$ cat config.mk
export PLATFORM = sky130hd
export DESIGN_NAME = fir_peak_meter
export DESIGN_NICKNAME = d
export VERILOG_FILES = /design/src/rtl/fir_meter_pkg.sv /design/src/rtl/fir_peak_acc.sv /design/src/rtl/fir_peak_meter.sv
export SDC_FILE = /design/constraint.sdc
export NUM_CORES = 1
export LEC_CHECK = 0
export ABC_AREA = 1
export ABC_CLOCK_PERIOD_IN_PS = 8200
export BUFFER_PORTS_ARGS = -buffer_cell sky130_fd_sc_hd__buf_4
export CAP_MARGIN = 20
export CORE_UTILIZATION = 55
export CTS_BUF_LIST = sky130_fd_sc_hd__clkbuf_16
export DETAILED_ROUTE_END_ITERATION = 10
export HOLD_SLACK_MARGIN = 0.1
export PLACE_DENSITY = 0.8
export SYNTH_ARGS = -nofsm -noshare
export SYNTH_HDL_FRONTEND = slang
export SYNTH_HIERARCHICAL = 1
export SYNTH_SLANG_ARGS = --single-unit
$ cat constraint.sdc
create_clock -name clk -period 8.2 [get_ports clk]
set_clock_uncertainty 0.15 [all_clocks]
set_input_delay 0.41 -clock clk [delete_from_list [all_inputs] [get_ports clk]]
set_output_delay 0.41 -clock clk [all_outputs]
set_load 0.01 [all_outputs]
$ cat src/rtl/fir_meter_pkg.sv
// Shared types and helpers for the FIR output peak meter.
package fir_meter_pkg;

  typedef enum logic {IDLE, ACC} meter_state_t;

  localparam int unsigned WIN_LEN_DEFAULT = 4800;

  // Widest sample abs_u accepts; callers cast to and from their own width.
  localparam int unsigned ABS_MAXW = 64;

  // Two's-complement magnitude without saturation: the most negative value
  // maps to 2^(W-1) once the caller truncates back to W bits.
  function automatic logic [ABS_MAXW-1:0] abs_u(input logic signed [ABS_MAXW-1:0] x);
    return x[ABS_MAXW-1] ? ABS_MAXW'(-x) : ABS_MAXW'(x);
  endfunction

endpackage

$ cat src/rtl/fir_peak_acc.sv
// Combinational running-extremum update: strict compare, ties keep the earlier index.
module fir_peak_acc #(
  parameter int unsigned DATAW  = 16,
  parameter int unsigned CNTW   = 13,
  parameter bit          IS_SIGNED = 1'b0,
  parameter bit          IS_MIN    = 1'b0
) (
  input  logic [DATAW-1:0] acc_val,
  input  logic [CNTW-1:0]  acc_idx,
  input  logic [DATAW-1:0] val,
  input  logic [CNTW-1:0]  cnt,
  output logic [DATAW-1:0] nxt_val_c,
  output logic [CNTW-1:0]  nxt_idx_c
);

  logic upd_c;

  always_comb begin
    upd_c = 1'b0;
    if (IS_SIGNED) begin
      upd_c = IS_MIN ? ($signed(val) < $signed(acc_val)) : ($signed(val) > $signed(acc_val));
    end else begin
      upd_c = IS_MIN ? (val < acc_val) : (val > acc_val);
    end
    nxt_val_c = upd_c ? val : acc_val;
    nxt_idx_c = upd_c ? cnt : acc_idx;
  end

endmodule

$ cat src/rtl/fir_peak_meter.sv
// Per-window peak |din| meter with valid/ready result port and sticky overrun.
// Define FIR_PEAK_MINMAX_EN to add signed max_out/min_out per window.
module fir_peak_meter
  import fir_meter_pkg::*;
#(
  parameter int unsigned  DATAW   = 16,
  parameter int unsigned  WIN_LEN = WIN_LEN_DEFAULT,
  localparam int unsigned CNTW    = $clog2(WIN_LEN)
) (
  input  logic                    clk,
  input  logic                    rst,
  input  logic                    en,
  input  logic                    clear_state,
  input  logic signed [DATAW-1:0] din,
  output logic [DATAW-1:0]        peak_out,
  output logic [CNTW-1:0]         peak_idx,
  output logic                    peak_valid,
  input  logic                    peak_ready,
  output logic                    overrun
`ifdef FIR_PEAK_MINMAX_EN
  ,
  output logic signed [DATAW-1:0] max_out,
  output logic signed [DATAW-1:0] min_out
`endif
);

  localparam logic [CNTW-1:0] LAST_IDX = CNTW'(WIN_LEN - 1);

  meter_state_t     state;
  logic [CNTW-1:0]  cnt, acc_idx;
  logic [DATAW-1:0] acc_peak;

  logic [CNTW-1:0]  cnt_in_c, acc_idx_in_c, nxt_idx_c;
  logic [DATAW-1:0] acc_peak_in_c, a_c, nxt_peak_c;
  logic             idle_c, last_c, xfer_c;

  // IDLE presents a fresh window to the compare regardless of held registers.
  assign idle_c        = (state == IDLE);
  assign cnt_in_c      = idle_c ? '0 : cnt;
  assign acc_peak_in_c = idle_c ? '0 : acc_peak;
  assign acc_idx_in_c  = idle_c ? '0 : acc_idx;
  assign a_c           = DATAW'(abs_u(ABS_MAXW'(din)));
  assign last_c        = (cnt_in_c == LAST_IDX);
  assign xfer_c        = peak_valid && peak_ready;

  fir_peak_acc #(.DATAW(DATAW), .CNTW(CNTW), .IS_SIGNED(1'b0), .IS_MIN(1'b0)) u_peak (
    .acc_val   (acc_peak_in_c),
    .acc_idx   (acc_idx_in_c),
    .val       (a_c),
    .cnt       (cnt_in_c),
    .nxt_val_c (nxt_peak_c),
    .nxt_idx_c (nxt_idx_c)
  );

`ifdef FIR_PEAK_MINMAX_EN
  localparam logic [DATAW-1:0] MAX_INIT = {1'b1, {(DATAW-1){1'b0}}};
  localparam logic [DATAW-1:0] MIN_INIT = {1'b0, {(DATAW-1){1'b1}}};

  logic [DATAW-1:0] acc_max, acc_min, acc_max_in_c, acc_min_in_c, nxt_max_c, nxt_min_c;
  logic [CNTW-1:0]  max_idx_unused, min_idx_unused;

  assign acc_max_in_c = idle_c ? MAX_INIT : acc_max;
  assign acc_min_in_c = idle_c ? MIN_INIT : acc_min;

  fir_peak_acc #(.DATAW(DATAW), .CNTW(CNTW), .IS_SIGNED(1'b1), .IS_MIN(1'b0)) u_max (
    .acc_val   (acc_max_in_c),
    .acc_idx   (acc_idx_in_c),
    .val       (din),
    .cnt       (cnt_in_c),
    .nxt_val_c (nxt_max_c),
    .nxt_idx_c (max_idx_unused)
  );

  fir_peak_acc #(.DATAW(DATAW), .CNTW(CNTW), .IS_SIGNED(1'b1), .IS_MIN(1'b1)) u_min (
    .acc_val   (acc_min_in_c),
    .acc_idx   (acc_idx_in_c),
    .val       (din),
    .cnt       (cnt_in_c),
    .nxt_val_c (nxt_min_c),
    .nxt_idx_c (min_idx_unused)
  );
`endif

  always_ff @(posedge clk) begin
    if (rst) begin
      state      <= IDLE;
      cnt        <= '0;
      acc_peak   <= '0;
      acc_idx    <= '0;
      peak_out   <= '0;
      peak_idx   <= '0;
      peak_valid <= 1'b0;
      overrun    <= 1'b0;
`ifdef FIR_PEAK_MINMAX_EN
      acc_max    <= MAX_INIT;
      acc_min    <= MIN_INIT;
      max_out    <= '0;
      min_out    <= '0;
`endif
    end else begin
      if (xfer_c) peak_valid <= 1'b0;
      // clear_state drops any coincident sample but leaves the result port alone.
      if (clear_state) begin
        state    <= IDLE;
        cnt      <= '0;
        acc_peak <= '0;
        acc_idx  <= '0;
`ifdef FIR_PEAK_MINMAX_EN
        acc_max  <= MAX_INIT;
        acc_min  <= MIN_INIT;
`endif
      end else if (en) begin
        state <= ACC;
        if (last_c) begin
          peak_out   <= nxt_peak_c;
          peak_idx   <= nxt_idx_c;
          peak_valid <= 1'b1;
          if (peak_valid && !peak_ready) overrun <= 1'b1;
          cnt        <= '0;
          acc_peak   <= '0;
          acc_idx    <= '0;
`ifdef FIR_PEAK_MINMAX_EN
          max_out    <= nxt_max_c;
          min_out    <= nxt_min_c;
          acc_max    <= MAX_INIT;
          acc_min    <= MIN_INIT;
`endif
        end else begin
          cnt      <= cnt_in_c + CNTW'(1);
          acc_peak <= nxt_peak_c;
          acc_idx  <= nxt_idx_c;
`ifdef FIR_PEAK_MINMAX_EN
          acc_max  <= nxt_max_c;
          acc_min  <= nxt_min_c;
`endif
        end
      end
    end
  end

endmodule

After elaboration in Yosys (flattened, before gate mapping)
Cells that the tools add are included.
Cells by class
  eq/ne operators: 1
  $lt $le $gt $ge: 1
  mux-type cells: 13
  add/sub/neg operators: 2
  bitwise logic cells: 1
  reductions and logical operators: 6
Operator list (number)
  two-way mux 13 bit: 5
  two-way mux 16 bit: 4
  > comparator 16 bit: 1
  negation 16 bit: 1
  adder 13 x 1 -> 13 bit, second input constant: 1
  == test 13 bit, second input constant: 1
  two-way mux 1 bit: 4
  AND reduction 4 bit: 1
  AND reduction 3 bit: 1
  logical AND 1 bit: 2
  OR reduction 2 bit: 1
  logical NOT 1 bit: 1
  NOT 1 bit: 1
Storage, ports and cells
  register bits after elaboration: 74
  input bits: 21
  output and inout bits: 31

Logic depth before layout (Yosys ltp)
Gate-level depths: netlist (run 1).
  depth in word-level cells: 5
  mapped depth: 22
  gate-level depth less buffers: 20

Cells and area by module
Netlist (run 1), hierarchy kept.
By module, submodules not included
  fir_peak_meter: cells each 566, instances 1, area an instance 3669.8 um2
  fir_peak_acc: cells each 167, instances 1, area an instance 880.8 um2

Worst setup path before layout (run 1)
No wires, ideal clock.
  kind: in2reg
  start: input din[2]
  end: register peak_idx[10]
  buffers on the path: 2
  path slack: 5.356 ns
  stages: 17
  setup time: 0.070 ns
  required time: 7.980 ns
  arrival time: 2.624 ns
  cell sequence: inv_1 -> nand3_1 -> nor3_1 -> nand4_1 -> nor3_1 -> ha_1 -> a21oi_1 -> o21ai_0 -> a21oi_1 -> nand2_2 -> nand2_2 -> buf_6 -> buf_6 -> nand2_1 -> nand2_1 -> nand4_1 -> a21oi_1
Between the ends
  longest elaborated chain between the ends: 4
RTL lines
  start, declared: line fir_peak_meter.sv:14  | input logic signed [DATAW-1:0] din,
  negation 16 bit: line fir_meter_pkg.sv:14  | return x[ABS_MAXW-1] ? ABS_MAXW'(-x) : ABS_MAXW'(x);
  two-way mux 16 bit: line fir_meter_pkg.sv:14
  named net a_c[15]: line fir_peak_meter.sv:34  | logic [DATAW-1:0] acc_peak_in_c, a_c, nxt_peak_c;
  > comparator 16 bit: line fir_peak_acc.sv:23  | upd_c = IS_MIN ? (val < acc_val) : (val > acc_val);
  two-way mux 13 bit: line fir_peak_acc.sv:26  | nxt_idx_c = upd_c ? cnt : acc_idx;
  named net nxt_idx_c[10]: line fir_peak_meter.sv:33  | logic [CNTW-1:0] cnt_in_c, acc_idx_in_c, nxt_idx_c;
  end signal, assigned: line fir_peak_meter.sv:116  | peak_idx <= nxt_idx_c;
  end, declared: line fir_peak_meter.sv:16  | output logic [CNTW-1:0] peak_idx,
The timed path passes the listed nets, and every way through them passes these cells.
A chain may end at the register's enable or synchronous reset.

Worst setup path after layout (run 1)
  start: input din[2]
  end: register peak_idx[3]
Same word-level chain as after synthesis.

==> flow_summary.yaml, run 1 <==
final_layout:
  area_growth_pct: 14.3
  antenna-diode-count: 0
  multi_input_area_mm2: 0.00251
  final_util_pct: 66.3
  fillCellCount: 719
  regArea_mm2: 0.00148
  drive_above_1_share_pct: 11.3
  nets: 795
  layoutNonFillerInstCount: 863
  stdcell_area_mm2: 0.00520
sta:
  max_freq_mhz: 264
  finalCriticalPeriod_ps: 3790
  relSlewSlack_pct: 40.4
  fin_hold_ws_ps: 225
  setup_tns_ps: 0
  finalMaxSlewViolations: 0
  setup-violations-final: 0
  worstMarginPinSlew_ps: 894
  rsz0062_at_grt: "false"
  finalHoldViolCount: 0
  min_period_over_period_pct: 46.2
  setup_slack_ps: 4410
synth:
  synth_seq_area_share_pct: 32.6
  synth_nets: 772
  syn_inst: 733
  yosysTopAreaCellShare_pct: 32.6
  yosysTopAreaCell: "dfxtp_1"
  yosysWarnings: 6
  syn_area_mm2: 0.00455
  ys_ff_latch: 74
  avgSynthCellArea_um2: 6.21
  ys_types: 25
  netlist_top_cells_area: "dfxtp_1 (33%), nand2_1 (22%), a21oi_1 (8.7%)"
route:
  vias: 4775
  ant_nets: 0
  drt_pass1_iterations: 7
  route.met2.wl_mm: 6.25
  m1WireLength_mm: 5.02
  drt_iter0_markers: 283
  dr.max_layer_used: "met4"
  wl_met3_um: 519
  drc: 0
  routed_wl_mm: 12.2
  routedWlPerCell_um: 14.2
  vias_per_cell: 5.53
global_routing:
  grt-ovfl-total: 0
  antenna_found_initial: 0
  first_global_vias: 4528
  grt_usage_pct: 29.7
  grt_max_degree: 52
  grt_pass1_wl_mm: 20.6
pwr:
  pwr-share-comb_pct: 11.2
  pwr-share-clk_pct: 49.4
  seq_power_share_pct: 39.4
  power_density_mw_per_mm2: 178
  p_int_uw: 692
  power_uw: 924
  p_sw_uw: 232
  irDropWorstVdd_mv: 0.126
  swShare_pct: 25.1
  p_leak_nw: 2.46
floorplan:
  die_h_um: 93.0
  die_area_mm2: 0.00864
  start_util_pct: 58.0
  die_w_um: 93.0
  ios: 52
  rows: 32
  fp.coreArea_mm2: 0.00785
clock_tree:
  holdBufCountCts: 0
  cts_tree: "yes"
  clk_path_buf_depth: 2
  cts.sinks: 74
  cts-htree-levels: 3
  clk_pin_slew_worst_paths_ps: 60
  cts_buffers: 9
  root_buffer: "clkbuf_16"
  post_cts_buffers: 0
  cts_resized: 0
  clk_latency_ps: 330
setup_path:
  critPathBufInv: 2
  worstPathArrival_ps: 3900
  worst_setup_path_end_kind: "register"
  max_stage_delay_ps: 660
  start_kind: "primary input"
  crit_type: "in -> reg"
  crit_family: "simple AND/OR/NAND/NOR gates"
  crit_slowest_cell: "nand2_2"
  crit_path_cell_trace: "buf_4 > inv_1 > nand3_1 > nor3_1 > nand4_1 > nand3_1 > nand2_1 > ha_1 > nand4_1 > nor3_2 > nand3_2 > nand2_2 > nand2_1 > nand2_1 > nand4_1 > a21oi_1"
  path_max_fanout: 30
  required_ps: 8310
placement:
  placed_cells: 846
  placed_cell_area_mm2: 0.00485
  place_congestion: 0.860
  dp_hpwl_mm: 8.42
  dp_slack_ps: 4130
  port_buffers: 51
flow_run:
  cap_violations: 0
run_status:
  outcome: "completed"
min_path:
  min_path_type: "in -> reg"
==> metal layers <==
layer	up-vias	global-route usage, %
met3	48	3.94
met4	0	14.0
met5	-	0
li1	2372	-
met1	2202	35.2
met2	153	52.6
==> Yosys cell counts <==
cell type,number
nand2_1,270
inv_1,81
a21oi_1,79
dfxtp_1,74
nand3_1,55
nor2_1,40
nand4_1,35
ha_1,18
buf_2,16
clkbuf_1,16
o21ai_0,9
buf_6,7
xor2_1,7
inv_2,4
or2_2,4
buf_1,3
nor2_2,3
nor3_1,3
nand2_2,2
xnor2_1,2
a21o_1,1
buf_4,1
nand3_2,1
nor2_4,1
nor3_2,1
==> kinds of logic after synthesis <==
kind of cell	count (synthesis)	synth area share, %
xor gates and xnor gates	9	1.73
and+or+nand+nor	415	38.7
DFF	74	32.6
buffers and inverters	128	12.2
AOI/OAI and AO/OA	89	9.84
adders and majority gates	18	4.95
==> worst paths after layout <==
path	endpoint	slack, ps	startpoint	cells after the start
setup / recovery	peak_idx[3]	4410	din[2]	16
hold / removal	peak_valid	220	peak_ready	4
setup reg to reg	peak_idx[3]	4610	state	13
hold reg to reg	peak_out[4]	310	peak_out[4]	2
==> sequential cells by signal (all words and copies together), names as in the netlist <==
name        cells
acc_idx        13
acc_peak       16
cnt            13
overrun         1
peak_idx       13
peak_out       16
peak_valid      1
state           1
==> power groups by stage <==
| stage | Sequential, mW | Combinational [mW] | Clock, mW |
|---|---|---|---|
| floorplan | 0.372 | 0.0785 | 0 |
| global placement | 0.372 | 0.101 | 0 |
| detailed placement | 0.372 | 0.102 | 0 |
| CTS | 0.364 | 0.103 | 0.460 |
| global route | 0.364 | 0.116 | 0.479 |
| finish | 0.364 | 0.104 | 0.456 |
==> final cells by class <==
| cell class | instances | share of cell area, % |
|---|---|---|
| clock inverter | 7 | 2.24 |
| inverter | 85 | 6.13 |
| tap | 102 | 2.45 |
| clock buffer | 9 | 4.33 |
| sequential | 74 | 28.5 |
| multi-input combinational | 531 | 48.3 |
| timing repair buffer | 55 | 8.08 |
==> worst reg2reg max path, stage by stage (launching register included) <==
cell	delay, ps
dfxtp_1	310
buf_4	440
nand2_1	140
inv_1	100
inv_1	60
ha_1	310
nand4_1	140
nor3_2	180
nand3_2	480
nand2_2	660
nand2_1	110
nand2_1	110
nand4_1	120
a21oi_1	200
==> cell usage in the layout, fill, tap and decap left out, drive strengths merged <==
master / n
buf: 55
ha: 18
nor3: 4
bufinv: 3
clkbuf: 9
or2: 4
nand3: 56
xor2: 7
a21oi: 79
o21ai: 9
dfxtp: 74
inv: 88
nor2: 44
a21o: 1
clkinv: 1
nand2: 272
xnor2: 2
nand4: 35
No activity file was read; power rests on OpenSTA's default activity.
==> run 2: changes to the inputs <==
--- a/config.mk
+++ b/config.mk
@@ -6,10 +6,10 @@
 export NUM_CORES = 1
 export LEC_CHECK = 0
 export ABC_AREA = 1
-export ABC_CLOCK_PERIOD_IN_PS = 8200
+export ABC_CLOCK_PERIOD_IN_PS = 3200
 export BUFFER_PORTS_ARGS = -buffer_cell sky130_fd_sc_hd__buf_4
 export CAP_MARGIN = 20
-export CORE_UTILIZATION = 55
+export CORE_UTILIZATION = 53
 export CTS_BUF_LIST = sky130_fd_sc_hd__clkbuf_16
 export DETAILED_ROUTE_END_ITERATION = 10
 export HOLD_SLACK_MARGIN = 0.1
==> constraint.sdc (replaced) <==
create_clock -name clk -period 3.2 [get_ports clk]
set_clock_uncertainty 0.15 [all_clocks]
set_input_delay 0.16 -clock clk [delete_from_list [all_inputs] [get_ports clk]]
set_output_delay 0.16 -clock clk [all_outputs]
set_load 0.01 [all_outputs]
==> flow_summary.yaml, run 2 (same netlist as run 1, synthesis figures left out) <==
setup_path:
  rr_endpoint: "peak_valid"
  crit_type: "in -> reg"
  worstPathArrival_ps: 2940
  max_stage_delay_ps: 310
  crit_path_cell_trace: "buf_4 > inv_1 > ha_1 > nand3_1 > nor2_1 > nand2_1 > nand2_1 > nand2_1 > o21ai_0 > nand2_1 > ha_1 > nand2_1 > nor3_2 > nand2_1 > nand2_2 > buf_4 > nand3_1 > nand2_1 > nand4_1 > a21oi_1"
  crit_family: "simple AND/OR/NAND/NOR gates"
  r2r_slack_ps: 410
  critPathLaunch: "din[0]"
  path_common_cell: "nand2_1"
  start_kind: "primary input"
  path_max_fanout: 27
  worst_setup_path_end_kind: "register"
  reg2reg_from: "state"
  reg2reg_depth: 12
  path_depth: 20
  worstSetupEndpoint: "peak_out[12]"
  crit_slowest_cell: "buf_4"
  required_ps: 3310
  critPathBufInv: 3
placement:
  port_buffers: 51
  place_congestion: 0.915
  dp_slack_ps: 55.9
  dp_hpwl_mm: 8.30
route:
  routedWlPerCell_um: 13.7
  vias_per_cell: 5.40
  ant_nets: 0
  m1WireLength_mm: 4.95
  drt_pass1_iterations: 4
  vias: 4737
  dr.max_layer_used: "met4"
  drc: 0
  drt_iter0_markers: 335
  wl_met3_um: 535
  route.met2.wl_mm: 6.20
  routed_wl_mm: 12.1
min_path:
  min_path_type: "in -> reg"
clock_tree:
  cts.sinks: 74
  clk_latency_ps: 330
  clk_pin_slew_worst_paths_ps: 60
  cts-htree-levels: 3
  cts_tree: "yes"
  root_buffer: "clkbuf_16"
  clk_path_buf_depth: 2
  post_cts_buffers: 0
  cts_resized: 0
  cts_buffers: 9
flow_run:
  cap_violations: 0
sta:
  relSlewSlack_pct: 42.4
  worstMarginPinSlew_ps: 865
  setup-violations-final: 0
  max_freq_mhz: 354
  setup_slack_ps: 372
  rsz0062_at_grt: "false"
  finalHoldViolCount: 0
  finalMaxSlewViolations: 0
  min_period_over_period_pct: 88.4
  finalCriticalPeriod_ps: 2830
  setup_tns_ps: 0
global_routing:
  grt_max_degree: 44
  antenna_found_initial: 0
  grt_pass1_wl_mm: 20.2
  grt_usage_pct: 28.6
  grt-ovfl-total: 0
  first_global_vias: 4482
floorplan:
  start_util_pct: 55.1
  ios: 52
  rows: 33
  die_w_um: 94.7
  die_h_um: 94.7
  fp.coreArea_mm2: 0.00826
  die_area_mm2: 0.00896
final_layout:
  area_growth_pct: 15.7
  mostFrequentLayoutCells: "nand2_1 (270), inv_1 (82), a21oi_1 (79)"
  final_common_cell: "nand2_1"
  reg_top3: "acc_peak: 16 flops, peak_out: 16 flops"
  nets: 807
  antenna-diode-count: 0
  drive_above_1_share_pct: 12.2
pwr:
  power_mw: 2.21
  irDropWorstVdd_mv: 0.365
  p_leak_nw: 2.49
  power_density_mw_per_mm2: 419
run_status:
  outcome: "completed"
-- run 2: changes by cell type in the layout (fill, tap and decap cells not counted), sizes merged --
| cell | before | now |
|---|---|---|
| dlygate4sd3 | 0 | 4 |
| inv | 88 | 87 |
| clkinvlp | 0 | 3 |
| buf | 55 | 63 |
| bufinv | 3 | 1 |
-- run 2: what timing repair did --
| action | CTS | global route |
|---|---|---|
| hold buffers | 4 | 0 |
| hold endpoints to repair | 37 | 0 |
| setup endpoints to repair | 0 | 0 |
-- run 2: stage by stage --
step	cells	hold slack (ps)	util (%)	instance area [um^2]
floorplan	733	79.1	-	4550
global placement	858	288	59.7	4930
detailed placement	858	304	59.7	4930
CTS	878	145	63.8	5270
global route	878	199	63.8	5270
finish	878	140	63.8	5270
-- run 2: area by class of cell --
cell class / count / area (um^2)
flip-flops and latches: 74 / 1480
clock buffers: 9 / 225
clock inverters: 7 / 70.1
inverters: 85 / 319
well taps: 105 / 131
fillers: 795 / 2990
multi-input cells: 531 / 2510
repair buffers: 67 / 526
-- run 2: worst register-to-register path, stage by stage, from the launching register on --
cell and delay [ps]:
dfxtp_1 310, buf_4 230, nand2_1 140, inv_1 120
ha_1 230, nand3_1 140, inv_1 80, nand2_1 100
nor2_4 150, nand3_1 90, buf_4 250, a21oi_1 190
dlygate4sd3_1 560
-- run 2: how the worst min path moves through the flow --
stage,depth (start not counted),slack (ps),to,startpoint
after floorplan,1,80,peak_out[12],rst
after detailed placement,4,300,peak_valid,peak_ready
after global placement,4,290,peak_valid,peak_ready
after global routing,5,200,acc_peak[0],din[0]
final,5,140,acc_peak[0],din[0]
after CTS,5,140,acc_peak[0],din[0]
-- run 2: routing by layer --
metal  track usage [%]  vias to the layer above
li1                  -                     2399
met1              33.2                     2168
met2              51.8                      132
met3              4.51                       38
met4              11.7                        0
met5                 0                        -
-- run 2: report_power, final --
| part | leakage [nW] | internal (mW) | switching (mW) |
|---|---|---|---|
| Combinational | 1.76 | 0.0941 | 0.187 |
| Sequential | 0.597 | 0.929 | 0.00353 |
| Clock | 0.139 | 0.601 | 0.394 |
| Total | 2.49 | 1.62 | 0.584 |
